`config.mk`:
```
export PLATFORM = sky130hd
export DESIGN_NAME = ex_muldiv_unit
export DESIGN_NICKNAME = d
export VERILOG_FILES = /design/src/rtl/ex_muldiv_unit.sv
export SDC_FILE = /design/constraint.sdc
export NUM_CORES = 1
export LEC_CHECK = 0
export CAP_MARGIN = 20
export CELL_PAD_IN_SITES_DETAIL_PLACEMENT = 1
export CELL_PAD_IN_SITES_GLOBAL_PLACEMENT = 1
export CORE_UTILIZATION = 40
export DETAILED_ROUTE_END_ITERATION = 10
export GPL_TIMING_DRIVEN = 1
export PLACE_DENSITY_LB_ADDON = 0.1
export SYNTH_ARGS = -nofsm -noshare
export SYNTH_HDL_FRONTEND = slang
export SYNTH_SLANG_ARGS = --single-unit
export TNS_END_PERCENT = 30
```
`constraint.sdc`:
```
create_clock -name clk -period 4.8 [get_ports clk]
set_input_delay 0.96 -clock clk [delete_from_list [all_inputs] [get_ports clk]]
set_output_delay 0.96 -clock clk [all_outputs]
set_load 0.01 [all_outputs]
```
`src/rtl/ex_muldiv_unit.sv`:
```
// Iterative RV32M multiply/divide unit that sits beside the EX-stage ALU.
// Latency: XLEN/UNROLL+2 cycles per op (accept + CALC + DONE); div-by-zero/overflow take 2 cycles.
// Backpressure: PL_stall holds IF/ID/EX from accept through CALC; released in the DONE cycle.
//
// Ports:
//   clk, rst           clock and synchronous active-high reset
//   flush              pipeline flush; drops any op in flight, beats start
//   start, op          request and funct3 of the M-extension op held in EX
//   rs1_data, rs2_data forwarded operands (stable while PL_stall is high)
//   Rd_i               destination register of the op
//   PL_stall, busy     stage stall request / CALC indicator
//   done, result       one-cycle completion pulse and result (held until the next completion)
//   Rd_o, RegWrite_o   destination latched at accept, write enable on done with Rd_o != 0
module ex_muldiv_unit #(
    parameter int XLEN   = 32,
    parameter int UNROLL = 1
) (
    input  logic            clk,
    input  logic            rst,
    input  logic            flush,
    input  logic            start,
    input  logic [2:0]      op,
    input  logic [XLEN-1:0] rs1_data,
    input  logic [XLEN-1:0] rs2_data,
    input  logic [4:0]      Rd_i,
    output logic            PL_stall,
    output logic            busy,
    output logic            done,
    output logic [XLEN-1:0] result,
    output logic [4:0]      Rd_o,
    output logic            RegWrite_o
);

    localparam int STEPS = XLEN / UNROLL;
    localparam int CW    = $clog2(STEPS + 1);

    typedef enum logic [1:0] {
        S_IDLE,
        S_CALC,
        S_DONE
    } state_t;

    state_t state_q, state_d;

    logic [2:0]        op_q;
    logic              neg_q;      // final result needs two's-complement negation
    logic [XLEN-1:0]   opnd_q;     // |rs2|: multiplicand or divisor
    logic [2*XLEN-1:0] acc_q;      // mul: {partial product, multiplier}; div: {remainder, dividend/quotient}
    logic [CW-1:0]     cnt_q;

    // ---------------- accept-time operand conditioning ----------------
    logic            a_sgn, b_sgn, a_neg, b_neg;
    logic [XLEN-1:0] a_mag, b_mag;
    logic            div_zero, div_ovf, special, neg_in;
    logic [XLEN-1:0] special_res;

    always_comb begin
        // Unsigned rs1 only for MULHU/DIVU/REMU; signed rs2 only for MUL/MULH/DIV/REM.
        a_sgn    = (op != 3'b011) && (op != 3'b101) && (op != 3'b111);
        b_sgn    = (op == 3'b000) || (op == 3'b001) || (op == 3'b100) || (op == 3'b110);
        a_neg    = a_sgn && rs1_data[XLEN-1];
        b_neg    = b_sgn && rs2_data[XLEN-1];
        // |-2^(XLEN-1)| wraps to 2^(XLEN-1), which is exact as an unsigned magnitude.
        a_mag    = a_neg ? -rs1_data : rs1_data;
        b_mag    = b_neg ? -rs2_data : rs2_data;
        div_zero = op[2] && (rs2_data == '0);
        div_ovf  = op[2] && !op[0] && (rs1_data == {1'b1, {(XLEN-1){1'b0}}}) && (rs2_data == '1);
        special  = div_zero || div_ovf;
        // Remainder follows the dividend's sign; product and quotient follow the sign difference.
        neg_in   = (op[2] && op[1]) ? a_neg : (a_neg ^ b_neg);
        if (div_zero)
            special_res = op[1] ? rs1_data : '1;
        else
            special_res = op[1] ? '0 : rs1_data;
    end

    // ---------------- UNROLL iterations of shift-add / restoring division ----------------
    logic [2*XLEN-1:0] step;
    logic [2*XLEN:0]   sh;
    logic [XLEN:0]     sum;

    always_comb begin
        step = acc_q;
        sh   = '0;
        sum  = '0;
        for (int i = 0; i < UNROLL; i++) begin
            if (op_q[2]) begin
                // Shift the next dividend bit into the remainder and try to subtract.
                sh = {step, 1'b0};
                if (sh[2*XLEN:XLEN] >= {1'b0, opnd_q}) begin
                    sh[2*XLEN:XLEN] = sh[2*XLEN:XLEN] - {1'b0, opnd_q};
                    sh[0]           = 1'b1;
                end
                step = sh[2*XLEN-1:0];
            end else begin
                // Add the multiplicand on multiplier LSB, then shift the whole pair right.
                sum  = {1'b0, step[2*XLEN-1:XLEN]} + (step[0] ? {1'b0, opnd_q} : '0);
                step = {sum, step[XLEN-1:1]};
            end
        end
    end

    // ---------------- final sign fix and result selection ----------------
    logic [2*XLEN-1:0] prod_fix;
    logic [XLEN-1:0]   div_sel, calc_res;

    always_comb begin
        prod_fix = neg_q ? -step : step;
        div_sel  = op_q[1] ? step[2*XLEN-1:XLEN] : step[XLEN-1:0];
        if (op_q[2])
            calc_res = neg_q ? -div_sel : div_sel;
        else if (op_q[1:0] == 2'b00)
            calc_res = prod_fix[XLEN-1:0];
        else
            calc_res = prod_fix[2*XLEN-1:XLEN];
    end

    // ---------------- FSM ----------------
    always_comb begin
        state_d    = state_q;
        PL_stall   = 1'b0;
        busy       = 1'b0;
        done       = 1'b0;
        case (state_q)
            S_IDLE: begin
                PL_stall = start;
                if (start)
                    state_d = special ? S_DONE : S_CALC;
            end
            S_CALC: begin
                PL_stall = 1'b1;
                busy     = 1'b1;
                if (cnt_q == CW'(1))
                    state_d = S_DONE;
            end
            S_DONE: begin
                // start still high here belongs to the completing instruction.
                done    = 1'b1;
                state_d = S_IDLE;
            end
            default: state_d = S_IDLE;
        endcase
        if (flush)
            state_d = S_IDLE;
        RegWrite_o = done && (Rd_o != 5'd0);
    end

    always_ff @(posedge clk) begin
        if (rst) begin
            state_q <= S_IDLE;
            op_q    <= '0;
            neg_q   <= 1'b0;
            opnd_q  <= '0;
            acc_q   <= '0;
            cnt_q   <= '0;
            result  <= '0;
            Rd_o    <= '0;
        end else begin
            state_q <= state_d;
            if (!flush) begin
                if (state_q == S_IDLE && start) begin
                    op_q   <= op;
                    neg_q  <= neg_in;
                    opnd_q <= b_mag;
                    acc_q  <= {{XLEN{1'b0}}, a_mag};
                    cnt_q  <= CW'(STEPS);
                    Rd_o   <= Rd_i;
                    if (special)
                        result <= special_res;
                end else if (state_q == S_CALC) begin
                    acc_q <= step;
                    cnt_q <= cnt_q - CW'(1);
                    if (cnt_q == CW'(1))
                        result <= calc_res;
                end
            end
        end
    end

endmodule

```
; ---- Word level (Yosys, flattened, before mapping)
; Cells that the tools add are included.
[op_classes]
n_addsub = 7
magnitude_cmp = 1
n_eq_ne = 14
n_mux = 30
bitwise = 2
n_reduce_logical = 28
[ops]
columns = op, count
row1 = 2-to-1 mux 32 bit, 15
row2 = 2-to-1 mux 64 bit, 4
row3 = negation 32 bit, 3
row4 = "== test 32 bit, second input constant", 2
row5 = negation 64 bit, 1
row6 = adder 32 x 32 -> 33 bit, 1
row7 = greater-or-equal comparator 33 x 32 -> 1 bit, 1
row8 = zero test 32 bit, 1
row9 = subtractor 32 bit, 1
row10 = 2-to-1 mux 6 bit, 2
row11 = logical AND 1 bit, 11
row12 = "== test 3 bit, second input constant", 2
row13 = "== test 6 x 1 -> 1 bit, second input constant", 1
row14 = 2-to-1 mux 2 bit, 3
row15 = "!= test 2 bit, second input constant", 3
row16 = "!= test 3 bit, second input constant", 2
row17 = AND reduction 2 bit, 3
row18 = "subtractor 6 x 1 -> 6 bit, second input constant", 1
row19 = nonzero test 5 bit, 1
row20 = zero test 2 bit, 2
row21 = logical OR 1 bit, 4
row22 = 2-to-1 mux 1 bit, 4
row23 = case mux 2 bit (2 select lines), 1
row24 = AND reduction 4 bit, 1
row25 = other kinds (11), 12
[word_totals]
regBits = 145
out_inout_bits = 41

; ---- Longest topological paths before layout
[logic_depth]
ltp_word = 10
ltp_mapped = 23

; ---- Worst setup path before layout
; No wires, ideal clock.
[synth_timing]
path_type = register to register
startpoint = register opnd_q[8]
endpoint = register result[24]
setup_time_ns = 0.132
arrival_ns = 4.695
slack_ns = -0.027
path_stages_with_launch = 23
synth_period_minus_slack_ns = 4.827
cell_sequence = dfxtp_1 > inv_1 > ha_1 > buf_2 > a21oi_1 > o21ai_1 > a21o_1 > o311ai_1 > buf_2 > buf_2 > a41o_1 > ha_1 > o221ai_1 > nor3_1 > nand2_1 > nor2_1 > nand4_1 > nor4_2 > nand4_1 > o21ai_1 > xnor2_1 > a221oi_1 > nor3_1
[synth_via]
elab_chain_len = 10
elab_cells_between_ends = 17
classes_between = add/sub (4) / order compare (1) / mux (12)
[synth_lines]
columns = item, line_no
row1 = "start, declared", 47  ; logic [XLEN-1:0] opnd_q;
row2 = "start signal, assigned", 164  ; opnd_q <= b_mag;
row3 = "2-to-1 mux 32 bit, or another cell as far along", 97  ; sum = {1'b0, step[2*XLEN-1:XLEN]} + (step[0] ? {1'b0, opnd_q} : '0);
row4 = "adder 32 x 32 -> 33 bit, or another cell as far along", 97
row5 = 2-to-1 mux 64 bit *, 87  ; if (op_q[2]) begin
row6 = negation 64 bit / 2-to-1 mux 32 bit (equally long branches), "108, 109"
row7 = 2-to-1 mux 64 bit / negation 32 bit (equally long branches), "108, 111"
row8 = "2-to-1 mux 32 bit, on equally long branches", "112, 111"
row9 = 2-to-1 mux 32 bit *, 110  ; if (op_q[2])
row10 = 2-to-1 mux 32 bit *, 173  ; if (cnt_q == CW'(1))
row11 = 2-to-1 mux 32 bit *, 170  ; end else if (state_q == S_CALC) begin
row12 = 2-to-1 mux 32 bit *, 161  ; if (state_q == S_IDLE && start) begin
row13 = "end signal, assigned", 169  ; result <= special_res;
row14 = "end signal, assigned", 174  ; result <= calc_res;
row15 = "end, declared", 29  ; output logic [XLEN-1:0] result,
; Mark *: on every way between the ends. The rest lies on a longest branch, timed or not. The select of a mux whose other input is x is not followed.
; A chain may end at the register's enable or synchronous reset.

; ---- Worst setup path in the final report
[layout_timing]
startpoint = register acc_q[31]
endpoint = register result[27]
[layout_via]
elab_chain_len = 10
elab_cells_between_ends = 15
classes_between = add/sub (3) / order compare (1) / mux (11)
[layout_lines]
columns = item, line_no
row1 = "start, declared", 48  ; logic [2*XLEN-1:0] acc_q;
row2 = "start signal, assigned", 165  ; acc_q <= {{XLEN{1'b0}}, a_mag};
row3 = "start signal, assigned", 171  ; acc_q <= step;
row4 = subtractor 32 bit / greater-or-equal comparator 33 x 32 -> 1 bit (equally long branches), "91, 90"
row5 = 2-to-1 mux 32 bit / 2-to-1 mux 1 bit (equally long branches), 90  ; if (sh[2*XLEN:XLEN] >= {1'b0, opnd_q}) begin
row6 = 2-to-1 mux 64 bit *, 87
row7 = negation 64 bit / 2-to-1 mux 32 bit (equally long branches), "108, 109"
row8 = 2-to-1 mux 64 bit / negation 32 bit (equally long branches), "108, 111"
row9 = "2-to-1 mux 32 bit, on equally long branches", "112, 111"
row10 = 2-to-1 mux 32 bit *, 110
row11 = 2-to-1 mux 32 bit *, 173
row12 = 2-to-1 mux 32 bit *, 170
row13 = 2-to-1 mux 32 bit *, 161
; Marked as above.

==> summary.md <==
| Metric | Value |
|---|---|
| Clock Sinks | 145 |
| Fin area | 22100 sq um |
| Synth warn | 0 |
| Share of post-route cells with drive strength above 1 | 0.227 |
| Leak Pwr | 8.92 nW |
| Fin crit share | 1.02 |
| Vias in the first global route | 21000 |
| H-tree depth | 4 |
| Hold_buf cts | 0 |
| Wire per inst | 27.2 um |
| CP required | 5.19 ns |
| Pwr Total | 4.91 mW |
| Die ar. | 41600 sq um |
| Max-capacitance violation count | 0 |
| Placed Cells | 3256 |
| Initial antenna violation count | 7 |
| Fmax | 205 MHz |
| Clk_lat worst skew | 0.51 ns |
| Mux cell area share after synthesis | 0.0419 |
| Cell Rows | 73 |
| DP Worst Slack | -0.223 ns |
| Max-slew headroom | 0.136 |
| Core region area | 40000 sq um |
| Largest family of logic cells by synthesized area | compound AO/OA/AOI/OAI gates |
| Placed Area | 20600 sq um |
| Clock Path Buffers | 2 |
| Post-synthesis compound-gate area fraction | 0.313 |
| RSZ-0062 raised after global routing | true |
| Avg Synthesized Cell Area | 6.90 sq um |
| CP endpoint kind | flop |
| Seq/Total Area, Yosys | 0.178 |
| Layout net count | 2915 |
| Largest net degree at the start of global routing | 69 |
| Power Dens Cells | 222 nW/um^2 |
| Netlist cell types | 90 |
| I/O Pins | 117 |
| Die Width | 204 um |
| Max-slew violations | 0 |
| Vias | 21300 |
| Outcome | complete, but fails checks |
| DRC errors left | 0 |
| Non-filler cells, final | 3304 |
| Post-Syn Nets | 2513 |
| Synth Flop Type | dfxtp_1 |
| Post-Synth Adder-Cell Area | 0.0673 |
| Clock Pin Slew Worst Setup and Hold Paths | 0.06 ns |
| Register Area | 2920 sq um |
| CTS Buf Count | 17 |
| Post-Synth Simple-Gate Area | 0.267 |
| Overall Global Routing Usage | 0.421 |
| Pre-Repair DR Iteration Count | 7 |
| Synthesis-stage register bit count | 145 |
| Global-route wire length before repair | 131000 um |
| TritonCTS clock tree | yes |
| Ys async rst share | 0 |
| Hold Fails Final Rpt | 0 |
| WP data arrival | 5.27 ns |
| Startpoint Class | flop |
| Core Util, Final | 0.552 |
| CP max FO | 5 |
| Hpwl dp | 70200 um |
| VDD IR max | 0.270 mV |
| Overflow after GRT | 0 |
| Routed wire length | 89900 um |
| Filler instances | 5122 |
| Layout Skew | 0.0107 ns |
| Height of the die | 204 um |
| Final setup viols | 2 |
| Fin crit period | 4.88 ns |
| Mapped Area | 16300 sq um |
| Synth Area in XOR/XNOR | 0.0800 |
| Post-Syn Instances | 2364 |
| Area growth from synthesis to layout | 35.2% |
| Final Wtd Congestion | 1.02 |
| IO buf count | 116 |
| Post-route ant nets | 0 |
| Multi-input gate area | 13300 sq um |
| Ant diodes | 0 |
| Final setup margin | -0.0800 ns |
| Failing checks | negative setup slack |
| Via/cell ratio | 6.44 |
| Actual slew at the worst max-slew pin | 1.28 ns |
| Initial core utilization | 0.408 |
| Worst Path Class, Setup | reg -> reg |
| Hold Path Class | reg -> reg |
| Root buf cell | clkbuf_16 |
| DR iter-0 viols | 1994 |
| EDFF count, synth | 0 |
## worst paths after layout
path	slack, ns	startpoint	end	depth (start not counted)
max	-0.08	acc_q[31]	result[27]	19
min reg2reg	0.46	result[11]	result[11]	1
max reg2reg	-0.08	acc_q[31]	result[27]	19
min	0.46	result[11]	result[11]	1
## timing repair
item | CTS | global route
setup endpoints to repair | 15 | 28
pin swaps | 12 | 37
setup buffers | 4 | 13
gates resized for setup | 34 | 120
## metrics by stage
step | hold slack [ns] | setup TNS [ns]
2_1_floorplan | 0.439 | 0
3_3_place_gp | 0.427 | -0.247
3_5_place_dp | 0.442 | -1.40
4_1_cts | 0.457 | -0.0472
5_1_grt | 0.474 | -1.09
6_report | 0.456 | -0.101
## layer usage
| layer | GRT usage | part of all wire |
|---|---|---|
| met4 | 0.184 | 0.045 |
| met5 | 0 | 0.00014 |
| met1 | 0.557 | 0.42 |
| met2 | 0.639 | 0.43 |
| met3 | 0.112 | 0.10 |
## power by group
| group | switching [mW] | internal, mW | leakage (nW) |
|---|---|---|---|
| logic | 1.32 | 0.860 | 7.46 |
| registers | 0.0541 | 1.25 | 1.18 |
| clock network | 0.647 | 0.778 | 0.273 |
| total | 2.02 | 2.88 | 8.92 |
## cells by family (layout without fill, tap and decap cells)
logic type,Yosys count,count (layout)
flip-flops,145,145
AO/OA/AOI/OAI,779,779
multiplexers,65,65
AND/OR/NAND/NOR,915,915
adder cells (fa/ha/maj),90,90
buffers and inverters,221,636
XOR/XNOR,149,149
## critical path, cell delays in order, from the launching register on
cell       delay [ns]
dfxtp_1          0.32
inv_2            0.09
ha_4             0.14
inv_1            0.06
fa_1             0.43
a21o_1           0.24
a221oi_2         0.27
buf_4            0.20
or3_1            0.13
and4_1           0.25
a311oi_2         0.09
a2111oi_4        0.42
a41oi_2          0.18
buf_4            0.17
or3_1            0.30
or4_4            0.50
or3_4            0.39
o21ai_2          0.17
xor2_1           0.08
o311a_1          0.33
## final cells by class
type	count	area share
clock buffers	20	0.0202
clock inverters	12	0.00612
inverters	72	0.0122
multi-input cells	1998	0.602
flip-flops and latches	145	0.132
well taps	525	0.0298
repair buffers	532	0.197
## flip-flops by register name, summed over array words and instances, names as in the netlist
signal and count:
acc_q 64, op_q 3, neg_q 1, Rd_o 5, result 32, state_q 2
opnd_q 32, cnt_q 6
## cells in the final DEF, fill, tap and decap left out, types with 26 or more instances in the layout
cell	n
a22oi_1	28
and2_1	39
clkdlybuf4s50_1	115
o211ai_1	30
mux2i_1	38
ha_1	51
xor2_1	75
nor2_1	295
xnor2_1	74
or3_1	35
a21oi_1	187
a31oi_1	27
o31ai_1	30
mux2_2	26
nand3_1	34
buf_4	404
nor3_1	75
nand4_1	41
dfxtp_1	133
a21o_1	32
nand2_1	240
inv_1	65
o21ai_0	162
a211oi_1	45
## cells in the mapped netlist (all sizes together) (15+ instances only)
master	n	area (sq um)
nor4	30	221
nand2	243	915
nor2	303	1140
maj3	17	170
and2	42	263
or4	17	131
xor2	75	657
a22oi	28	210
a21oi	199	1000
inv	70	263
nand4	41	257
or3	39	249
nand3	36	185
clkbuf	115	433
o21ai	186	931
dfxtp	145	2900
a31oi	30	188
mux2i	39	390
a21o	32	240
nor3	81	428
o31ai	39	303
buf	33	151
o211ai	30	225
ha	71	888
xnor2	74	648
a211oi	52	390
mux2	26	293
o311ai	15	131
nand2b	17	106
and3	15	93.8
a311oi	16	159
(Power assumes the default switching activity.)
